### src/rtl/vector_cmd_fifo.sv
// vector_cmd_fifo: 16-deep vector command FIFO with a 3-cycle IDLE/ISSUE/HOLD issue FSM.
// Define VECTOR_CMD_FIFO_PARK_EN to park the beam at (2048,2048) after 256 empty idle cycles.
module vector_cmd_fifo (
  input  logic        clk,
  input  logic        reset,
  input  logic        wr_en,
  input  logic [11:0] wr_x,
  input  logic [11:0] wr_y,
  input  logic        wr_draw,
  output logic        full,
  output logic [4:0]  level,
  output logic        overflow,
  input  logic        ready,
  output logic [11:0] x,
  output logic [11:0] y,
  output logic        draw,
  output logic        jump
);
  typedef enum logic [1:0] {IDLE, ISSUE, HOLD} state_t;
  state_t      state;
  logic [24:0] mem [16];
  logic [3:0]  wp, rp;
  logic [24:0] head;
  logic        push, pop, park;
  assign full = level == 5'd16;
  assign push = wr_en && !full && !reset;
  assign pop  = state == IDLE && level != 5'd0 && ready;
  assign head = mem[rp];
`ifdef VECTOR_CMD_FIFO_PARK_EN
  logic [8:0] idle_cnt;
  logic       park_done;
  assign park = state == IDLE && level == 5'd0 && ready && !park_done && idle_cnt == 9'd256;
  always_ff @(posedge clk) begin
    if (reset) begin
      idle_cnt  <= '0;
      park_done <= 1'b0;
    end else begin
      idle_cnt  <= (push || state != IDLE || level != 5'd0) ? 9'd0 :
                   idle_cnt + {8'd0, idle_cnt != 9'd256};
      park_done <= push ? 1'b0 : park_done | park;
    end
  end
`else
  assign park = 1'b0;
`endif
  always_ff @(posedge clk)
    if (push) mem[wp] <= {wr_draw, wr_x, wr_y};
  always_ff @(posedge clk) begin
    if (reset) begin
      wp       <= '0;
      rp       <= '0;
      level    <= '0;
      overflow <= 1'b0;
      x        <= '0;
      y        <= '0;
      draw     <= 1'b0;
      jump     <= 1'b0;
      state    <= IDLE;
    end else begin
      if (push) wp <= wp + 4'd1;
      if (pop) rp <= rp + 4'd1;
      level    <= level + {4'd0, push} - {4'd0, pop};
      overflow <= overflow | (wr_en & full);
      case (state)
        IDLE: begin
          if (pop) begin
            x     <= head[23:12];
            y     <= head[11:0];
            draw  <= head[24];
            jump  <= !head[24];
            state <= ISSUE;
          end else if (park) begin
            x     <= 12'd2048;
            y     <= 12'd2048;
            jump  <= 1'b1;
            state <= ISSUE;
          end
        end
        ISSUE: begin
          draw  <= 1'b0;
          jump  <= 1'b0;
          state <= HOLD;
        end
        default: state <= IDLE;
      endcase
    end
  end
endmodule

### config.mk
export PLATFORM = sky130hd
export DESIGN_NAME = vector_cmd_fifo
export DESIGN_NICKNAME = d
export VERILOG_FILES = /design/src/rtl/vector_cmd_fifo.sv
export SDC_FILE = /design/constraint.sdc
export NUM_CORES = 1
export LEC_CHECK = 0
export CORE_AREA = 2 2 203 205
export DETAILED_ROUTE_END_ITERATION = 12
export DIE_AREA = 0 0 205 207
export HOLD_SLACK_MARGIN = 0.1
export PLACE_DENSITY = 0.67
export SLEW_MARGIN = 20
export SYNTH_ARGS = -nofsm -noshare
export SYNTH_HDL_FRONTEND = slang
export SYNTH_SLANG_ARGS = --single-unit
### constraint.sdc
create_clock -name clk -period 7.96 [get_ports clk]
set_input_delay 1.592 -clock clk [delete_from_list [all_inputs] [get_ports clk]]
set_output_delay 1.592 -clock clk [all_outputs]
set_load 0.05 [all_outputs]
Word level (Yosys, flattened, before mapping)
Memory sizes are Yosys's and may differ from the RTL's. A register that Yosys moved wholly into a read port is not among the register bits.
Index checks and enable logic that the tools add are counted.

storage, ports and cells
  register bits after elaboration = 42
  RAM bits = 400
  input port bits = 29
  output and inout port bits = 33
  logic and storage cells = 41
  memories = 1

memories
  name  depth  width  read ports  clocked after Yosys merged registers in  wr ports  RTL line  source
  mem   16     25     1           1                                        1         21        logic [24:0] mem [16];

operators by class
  $add $sub $neg = 4
  equal/unequal tests = 3
  muxes and demuxes = 10
  bitwise operators = 2
  reduce and logical (&&, ||, !) cells = 12

operators by type and width
  operator               number
  $add A4 B1 Y4 const B  2
  $mux W4                2
  $add A5 B1 Y5          1
  $eq A5 B5 Y1 const B   1
  $reduce_bool A5 Y1     1
  $sub A5 B1 Y5          1
  $logic_and A1 B1 Y1    4
  $mux W1                4
  $pmux W1 S2            2
  $pmux W2 S2            1
  $reduce_and A2 Y1      2
  $logic_not A1 Y1       3
  $eq A2 B1 Y1 const B   1
  $logic_not A2 Y1       1
  $mux W2                1
  $ne A2 B2 Y1 const B   1
  $reduce_bool A2 Y1     1
  $and A1 B1 Y1          1
  $or A1 B1 Y1           1

Longest topological paths before layout
Gate-level depths: netlist (run 1).

  depth in word-level cells = 6
  mapped depth = 15
  depth with buffers taken out = 14

Least setup slack after synthesis (run 1)
Ideal clock, no wire load.

  kind = in2reg
  start = in reset
  end = mem mem[0][0], enable pin
  library setup time = 0.438 ns
  data arrival time = 3.870 ns
  required time = 7.522 ns
  path slack = 3.652 ns
  stages on the path = 3
  buffers on the path = 0
  path through = nor3b_1 > nand2_1 > nor3_1

between the ends
  word-level cells in the longest chain between the ends = 4

ends and longest elaborated chain
  item                           RTL line  source
  start, declared                5         input logic reset,
  $logic_not A1 Y1               26        assign push = wr_en && !full && !reset;
  $logic_and A1 B1 Y1            26
  $mux W1                        47        if (push) mem[wp] <= {wr_draw, wr_x, wr_y};
  $mux W1 (implied by the code)  47
  end, declared                  21

No other way between the ends.

Worst setup path in the final report (run 1)
  start = in ready
  end = reg level[4]

between the ends
  word-level cells in the longest chain between the ends = 2

ends and longest elaborated chain
  item                  RTL line  source
  start, declared       13        input logic ready,
  $logic_and A1 B1 Y1   27        assign pop = state == IDLE && level != 5'd0 && ready;
  $sub A5 B1 Y5         62        level <= level + {4'd0, push} - {4'd0, pop};
  end signal, assigned  62
  end, declared         11        output logic [4:0] level,

No other way between the ends.
A chain may end at the register's enable or synchronous reset.

==> qor.yml, run 1 <==
yosys:
  yosysWarnings: 0
  synth_flop_cell: "edfxtp_1"
  async_flop_share_pct: 0
  syn_inst: 818
  ys_ff_latch: 446
  synth-edff-count: 400
  yosysMostFrequentCell: "edfxtp_1"
  yosysTopAreaCell: "edfxtp_1"
  syn_area_um2: 17040
  synth.distinct_cells: 37
  synth_common_cells: "400 x edfxtp_1, 100 x mux4_2, 49 x nor2_1"
  synth_area_leaders: "edfxtp_1 71%, mux4_2 13%, dfxtp_1 5.4%, mux2_2 3.2%, nor2_1 1.1%"
  synth_seq_area_share_pct: 75.92
  yosysTopAreaCellShare_pct: 70.51
  synth_nets: 858
  avgSynthCellArea_um2: 20.83
global_routing:
  grt_max_degree: 57
  grt_usage_pct: 15.51
  grt.overflow.total: 0
  grt_pass1_wl_mm: 49.74
  antenna_found_initial: 0
  grt_pass1_vias: 8217
clocking:
  cts_resized: 0
  clk_latency_ps: 540
  clock_tree.buffer_depth: 3
  cts.sinks: 446
  cts_setup_buffers: 0
  root_buffer: "clkbuf_16"
  cts.hold.buffers_added: 0
  cts_tree: "done"
  ctsHtreeMaxLevel: 2
  cts_buffers: 45
  path_clk_slew_ps: 60
timing:
  min_period_ps: 3962
  setup_tns_ps: 0
  setup_viol: 0
  skew_ps: 21.29
  rsz0062_at_grt: "no"
  finalHoldViolCount: 0
  drv_slew: 0
  fin_crit_sh_pct: 49.77
  fmax_mhz: 252.4
  max-slew-margin-rel_pct: 29.04
  worst_slew_pin_slew_ps: 1062
route:
  routed_wl_mm: 32.33
  top_layer_used: "met4"
  met2_length_mm: 15.49
  drc_errors: 0
  wl_per_cell_um: 22.17
  ant_nets: 0
  drt_iter0_markers: 752
  drt-pass1-iter-count: 5
  vias_per_cell: 5.385
  route.met3.wl_mm: 1.478
  met1_length_mm: 14.72
  vias: 7852
critical_path:
  cp_max_fo: 27
  slowest_stage: "clkdlybuf4s50_1"
  cp_data_arrival_time_ps: 4340
  cp-startpoint: "ready"
  critical_path_buf_inv_count: 3
  cp_cell_sequence: "clkdlybuf4s50_1 -> nor3b_2 -> and2_1 -> buf_4 -> nand2b_1 -> nand2_1 -> ha_1 -> inv_1 -> fa_1 -> nor2b_1 -> o21bai_1 -> a21oi_1 -> nor3b_1"
  path_class: "in -> reg"
  critPathMaxStageDelay_ps: 470
  path_delay_family: "simple AND/OR/NAND/NOR gates"
  worst_setup_path_end_kind: "flip-flop"
  start_kind: "primary input"
  cp_data_required_time_ps: 8340
  timing.rr.start: "level[3]"
placed_design:
  place_congestion: 0.7279
  hpwl_mm: 17.40
  port_buffers: 61
pwr:
  leakagePower_nw: 6.051
  p_int_w: 0.004330
  cellPowerDensity_nw_per_um2: 301.2
  power_frac_comb_pct: 19.2
  vdd_ir_drop_max_mv: 0.1488
  p_sw_share_pct: 26.75
  clkPwrFrac_pct: 33.6
  p_switching_w: 0.001581
  p_seq_share_pct: 47.2
  power_w: 0.005911
die:
  num_io_pins: 62
  die-height_um: 207
  chipWidth_um: 205
  start_util_pct: 42.20
  core_um2: 40370
  rows: 74
  fp.dieArea_um2: 42440
cells_and_area:
  syn2layout_area_growth_pct: 15.21
  drive_gt1_share_pct: 26.24
  fill_cells: 3299
  antennaDiodeCount: 0
  nNetsFinal: 931
flow_run:
  drv_cap: 0
hold_path:
  hold_path_class: "reg -> reg"
  hp-start: "jump"
status:
  outcome: "completed"
[cell type report]
cell class | instances | area (um^2) | area share [%]
sequential | 446 | 12940 | 65.95
multi-input combinational | 319 | 3914 | 19.94
clock inverter | 19 | 125.1 | 0.6375
clock buffer | 63 | 1275 | 6.496
timing repair buffer | 69 | 665.6 | 3.392
inverter | 10 | 37.54 | 0.1913
tap | 532 | 665.6 | 3.392
[power groups by stage]
| stage | Combinational [W] | Sequential, W | Clock (W) |
|---|---|---|---|
| 6_report | 0.00114 | 0.00279 | 0.00198 |
| 5_1_grt | 0.00123 | 0.00281 | 0.00211 |
| 4_1_cts | 0.00115 | 0.00280 | 0.00203 |
| 3_5_place_dp | 0.00115 | 0.00285 | 0 |
| 3_3_place_gp | 0.00114 | 0.00285 | 0 |
| 2_1_floorplan | 0.000725 | 0.00296 | 0 |
[state kept, by name (all words and copies together), names as in the netlist, named ones only]
name,cells
mem,400
jump,1
y,12
overflow,1
x,12
state,2
wp,4
level,5
draw,1
rp,4
[stage by stage]
step	instances	setup slack (ps)	instance area (um^2)	util, %	hold WS [ps]
2_1_floorplan	818	3652	17040	-	440.8
3_5_place_dp	1376	3443	18230	45.15	466.4
5_1_grt	1458	3780	19630	48.62	495.1
4_1_cts	1458	3963	19630	48.62	475.2
6_report	1458	3998	19630	48.62	472.3
3_3_place_gp	1376	3525	18230	45.15	456.7
[cells by family (layout without fill, tap and decap cells)]
family	after synthesis	after routing	synth area share (%)
buffers and inverters	53	161	1.755
and+or+nand+nor	114	114	3.217
muxes	151	151	16.57
xor gates and xnor gates	8	8	0.4113
DFF	446	446	75.92
adders and majority gates	11	11	0.8520
AOI/OAI and AO/OA	35	35	1.278
[worst register-to-register path, cell delays in order, from the launching register on]
cell	delay [ps]
dfxtp_1	400
inv_1	90
ha_1	190
nand4bb_1	220
inv_1	120
nor3b_1	520
nand2_1	370
nor2_4	850
[path summary, 6_finish.rpt]
| check | end | slack (ps) | depth (start not counted) |
|---|---|---|---|
| worst min register to register | jump | 470 | 2 |
| worst max register to register | mem[8][8] | 4800 | 7 |
| worst max-delay path | level[4] | 4000 | 13 |
| worst min-delay path | jump | 470 | 2 |
[metal layers]
| layer | track usage [%] | vias up |
|---|---|---|
| met1 | 22.42 | 4145 |
| met4 | 4.044 | 0 |
| met5 | 0 | - |
| met2 | 24.73 | 173 |
| met3 | 2.439 | 51 |
| li1 | - | 3483 |
[placed cells by master (no fill, tap or decap), types with 2 or more instances in the layout]
| cell | n |
|---|---|
| clkbuf_8 | 6 |
| clkdlybuf4s50_1 | 60 |
| o22ai_1 | 24 |
| clkbuf_16 | 46 |
| nor3_1 | 25 |
| ha_1 | 10 |
| nand2b_1 | 3 |
| nor2b_1 | 3 |
| clkbuf_1 | 11 |
| xor2_1 | 5 |
| mux2i_1 | 3 |
| nor2_4 | 12 |
| dfxtp_4 | 3 |
| dfxtp_1 | 43 |
| mux2_2 | 48 |
| inv_1 | 9 |
| clkinv_1 | 8 |
| xnor2_1 | 3 |
| clkinv_2 | 8 |
| a21oi_1 | 7 |
| nor2_1 | 37 |
| edfxtp_1 | 400 |
| buf_4 | 8 |
| mux4_2 | 100 |
| nor3_2 | 4 |
| and3_1 | 2 |
| nand2_1 | 11 |
| nand3_1 | 7 |
| nor3b_1 | 3 |
No activity file was read; power rests on OpenSTA's default activity.
==> run 2: changes to the inputs <==
Settings changed: PLACE_DENSITY 0.67 to 0.69.
Clock period 7.96 ns to 3.55 ns, I/O delays scaled along.
==> run 2 against run 1 <==
Compared with the run above:
- worst setup slack worse by 3500 ps
- flip-flop and latch count unchanged
- clock power up 140%
- largest power group unchanged
- highest routed layer unchanged
==> qor.yml, run 2 (synthesis gave the netlist of run 1 again) <==
route:
  ant_nets: 0  # unchanged
  vias: 7931  # +1.0%
  drt-pass1-iter-count: 5  # unchanged
  drt_iter0_markers: 724  # -3.7%
  drc_errors: 0  # unchanged
  wl_per_cell_um: 22.88  # +3.2%
  vias_per_cell: 5.337  # -0.90%
  route.met3.wl_mm: 1.996  # +35%
  met2_length_mm: 16.48  # +6.4%
  top_layer_used: "met4"
  routed_wl_mm: 34.00  # +5.2%
  met1_length_mm: 14.90  # +1.2%
clocking:
  clock_tree.buffer_depth: 3  # unchanged
  cts_tree: "done"
  root_buffer: "clkbuf_16"
  ctsHtreeMaxLevel: 2  # unchanged
  cts_buffers: 45  # unchanged
  cts.hold.buffers_added: 0  # unchanged
  clk_latency_ps: 530  # about the same
  cts_setup_buffers: 0  # unchanged
  cts_resized: 0  # unchanged
  cts.sinks: 446  # unchanged
  path_clk_slew_ps: 60  # about the same
timing:
  fmax_mhz: 326.5
  min_period_ps: 3063
  skew_ps: 14.77  # -6.521 ps
  max-slew-margin-rel_pct: 52.47  # +23 points
  setup_tns_ps: 0  # unchanged
  fin_crit_sh_pct: 86.28
  timing.hold.ws_ps: 467.8  # -4.550 ps
  finalHoldViolCount: 0  # unchanged
  worst_slew_pin_slew_ps: 712.9  # -349.0 ps
  rsz0062_at_grt: "no"
  drv_slew: 0  # unchanged
  setup_viol: 0  # unchanged
placed_design:
  hpwl_mm: 19.87  # +14%
  place_congestion: 0.7177  # -1.4%
  port_buffers: 61  # unchanged
  dp_cells: 1407  # +2.3%
die:
  fp.dieArea_um2: 42440  # unchanged
  core_um2: 40370  # unchanged
  chipWidth_um: 205  # unchanged
  num_io_pins: 62  # unchanged
  die-height_um: 207  # unchanged
  rows: 74  # unchanged
  start_util_pct: 42.20  # unchanged
hold_path:
  hold_path_class: "reg -> reg"
cells_and_area:
  largest-register: "mem"
  largest_reg_flops: 400  # unchanged
  fill_cells: 3237  # -1.9%
  final_cell_mix: "400 x edfxtp_1, 100 x mux4_2, 60 x clkdlybuf4s50_1"
  instances_no_fill: 1486  # +1.9%
  antennaDiodeCount: 0  # unchanged
  nNetsFinal: 962  # +3.3%
  mostFrequentLayoutCell: "edfxtp_1"
  top_regs: "mem: 400 flops, x: 12 flops, y: 12 flops"
  syn2layout_area_growth_pct: 17.79
  drive_gt1_share_pct: 28.83  # +2.6 points
critical_path:
  critPathMaxStageDelay_ps: 820  # +350 ps
  cp_cell_sequence: "inv_1 -> ha_1 -> nand4bb_1 -> inv_1 -> clkdlybuf4s50_1"
  cp_data_arrival_time_ps: 2350  # -1990 ps
  cp_max_fo: 5  # -81%
  crit_top_cell: "inv_1"
  slowest_stage: "clkdlybuf4s50_1"
  cp_data_required_time_ps: 2840  # -5500 ps
  worst_setup_path_end_kind: "output pin"
  path_class: "reg -> out"
  start_kind: "flip-flop"
global_routing:
  grt_pass1_wl_mm: 51.94  # +4.4%
  grt_usage_pct: 16.32  # +0.81 points
  grt_max_degree: 46  # -19%
  grt_pass1_vias: 8258  # +0.50%
  grt.overflow.total: 0  # unchanged
  antenna_found_initial: 0  # unchanged
status:
  outcome: "completed"
pwr:
  cellPowerDensity_nw_per_um2: 677.7  # +130%
  vdd_ir_drop_max_mv: 0.2944  # +98%
  leakagePower_nw: 6.249  # +3.3%
flow_run:
  drv_cap: 0  # unchanged
==> run 2: changes by cell type in the layout (fill, tap and decap cells not counted), moves of 3 or more <==
cell / delta
buf_4: +21
clkbuf_1: -3
buf_12: +10
clkbuf_8: -3
bufinv_16: +5
nor3_2: -4
nor3_4: +4
==> run 2: routing by layer <==
metal  vias to the layer above  track usage (%)
met5                         -                0
met4                         0            4.193
met1                      4143            23.44
met2                       206            25.70
met3                        45            3.257
li1                       3537                -
==> run 2: path summary, 6_finish.rpt <==
kind	start	end	slack (ps)	cells after the start
setup / recovery	level[2]	full	490	5
hold / removal	overflow	overflow	470	2
setup reg to reg	level[2]	level[4]	750	13
hold reg to reg	overflow	overflow	470	2
==> run 2: cell type report <==
| cell class | count | area [um^2] | share of cell area [%] |
|---|---|---|---|
| clock buffers | 56 | 1197 | 5.967 |
| clock inverters | 23 | 259.0 | 1.291 |
| inverters | 10 | 37.54 | 0.1871 |
| multi-input cells | 319 | 3939 | 19.63 |
| flip-flops and latches | 446 | 12940 | 64.51 |
| well taps | 532 | 665.6 | 3.317 |
| repair buffers | 100 | 1023 | 5.101 |
==> run 2: where the power goes <==
| group | total, W | internal [W] | switching [W] |
|---|---|---|---|
| Combinational | 0.00273 | 0.00124 | 0.00149 |
| Clock | 0.00468 | 0.00282 | 0.00186 |
| Sequential | 0.00619 | 0.00596 | 0.000224 |
| Total | 0.0136 | 0.0100 | 0.00357 |
==> run 2: worst max-delay path: cells and delay by family, from the launching register on <==
kind / cells / cell delay [ps]
adders and majority gates: 1 / 160
buffers and inverters: 3 / 1080
DFF: 1 / 330
and+or+nand+nor: 1 / 240
==> run 2: through the flow <==
stage	setup WS (ps)	total power [W]	utilization [%]	area, um^2
after floorplan	35.99	0.008257	-	17060
after global placement	399.1	0.009035	46.10	18610
after detailed placement	315.2	0.009068	46.10	18610
after CTS	461.9	0.01374	49.71	20070
after global routing	378.0	0.01415	49.71	20070
final	487.0	0.01360	49.71	20070
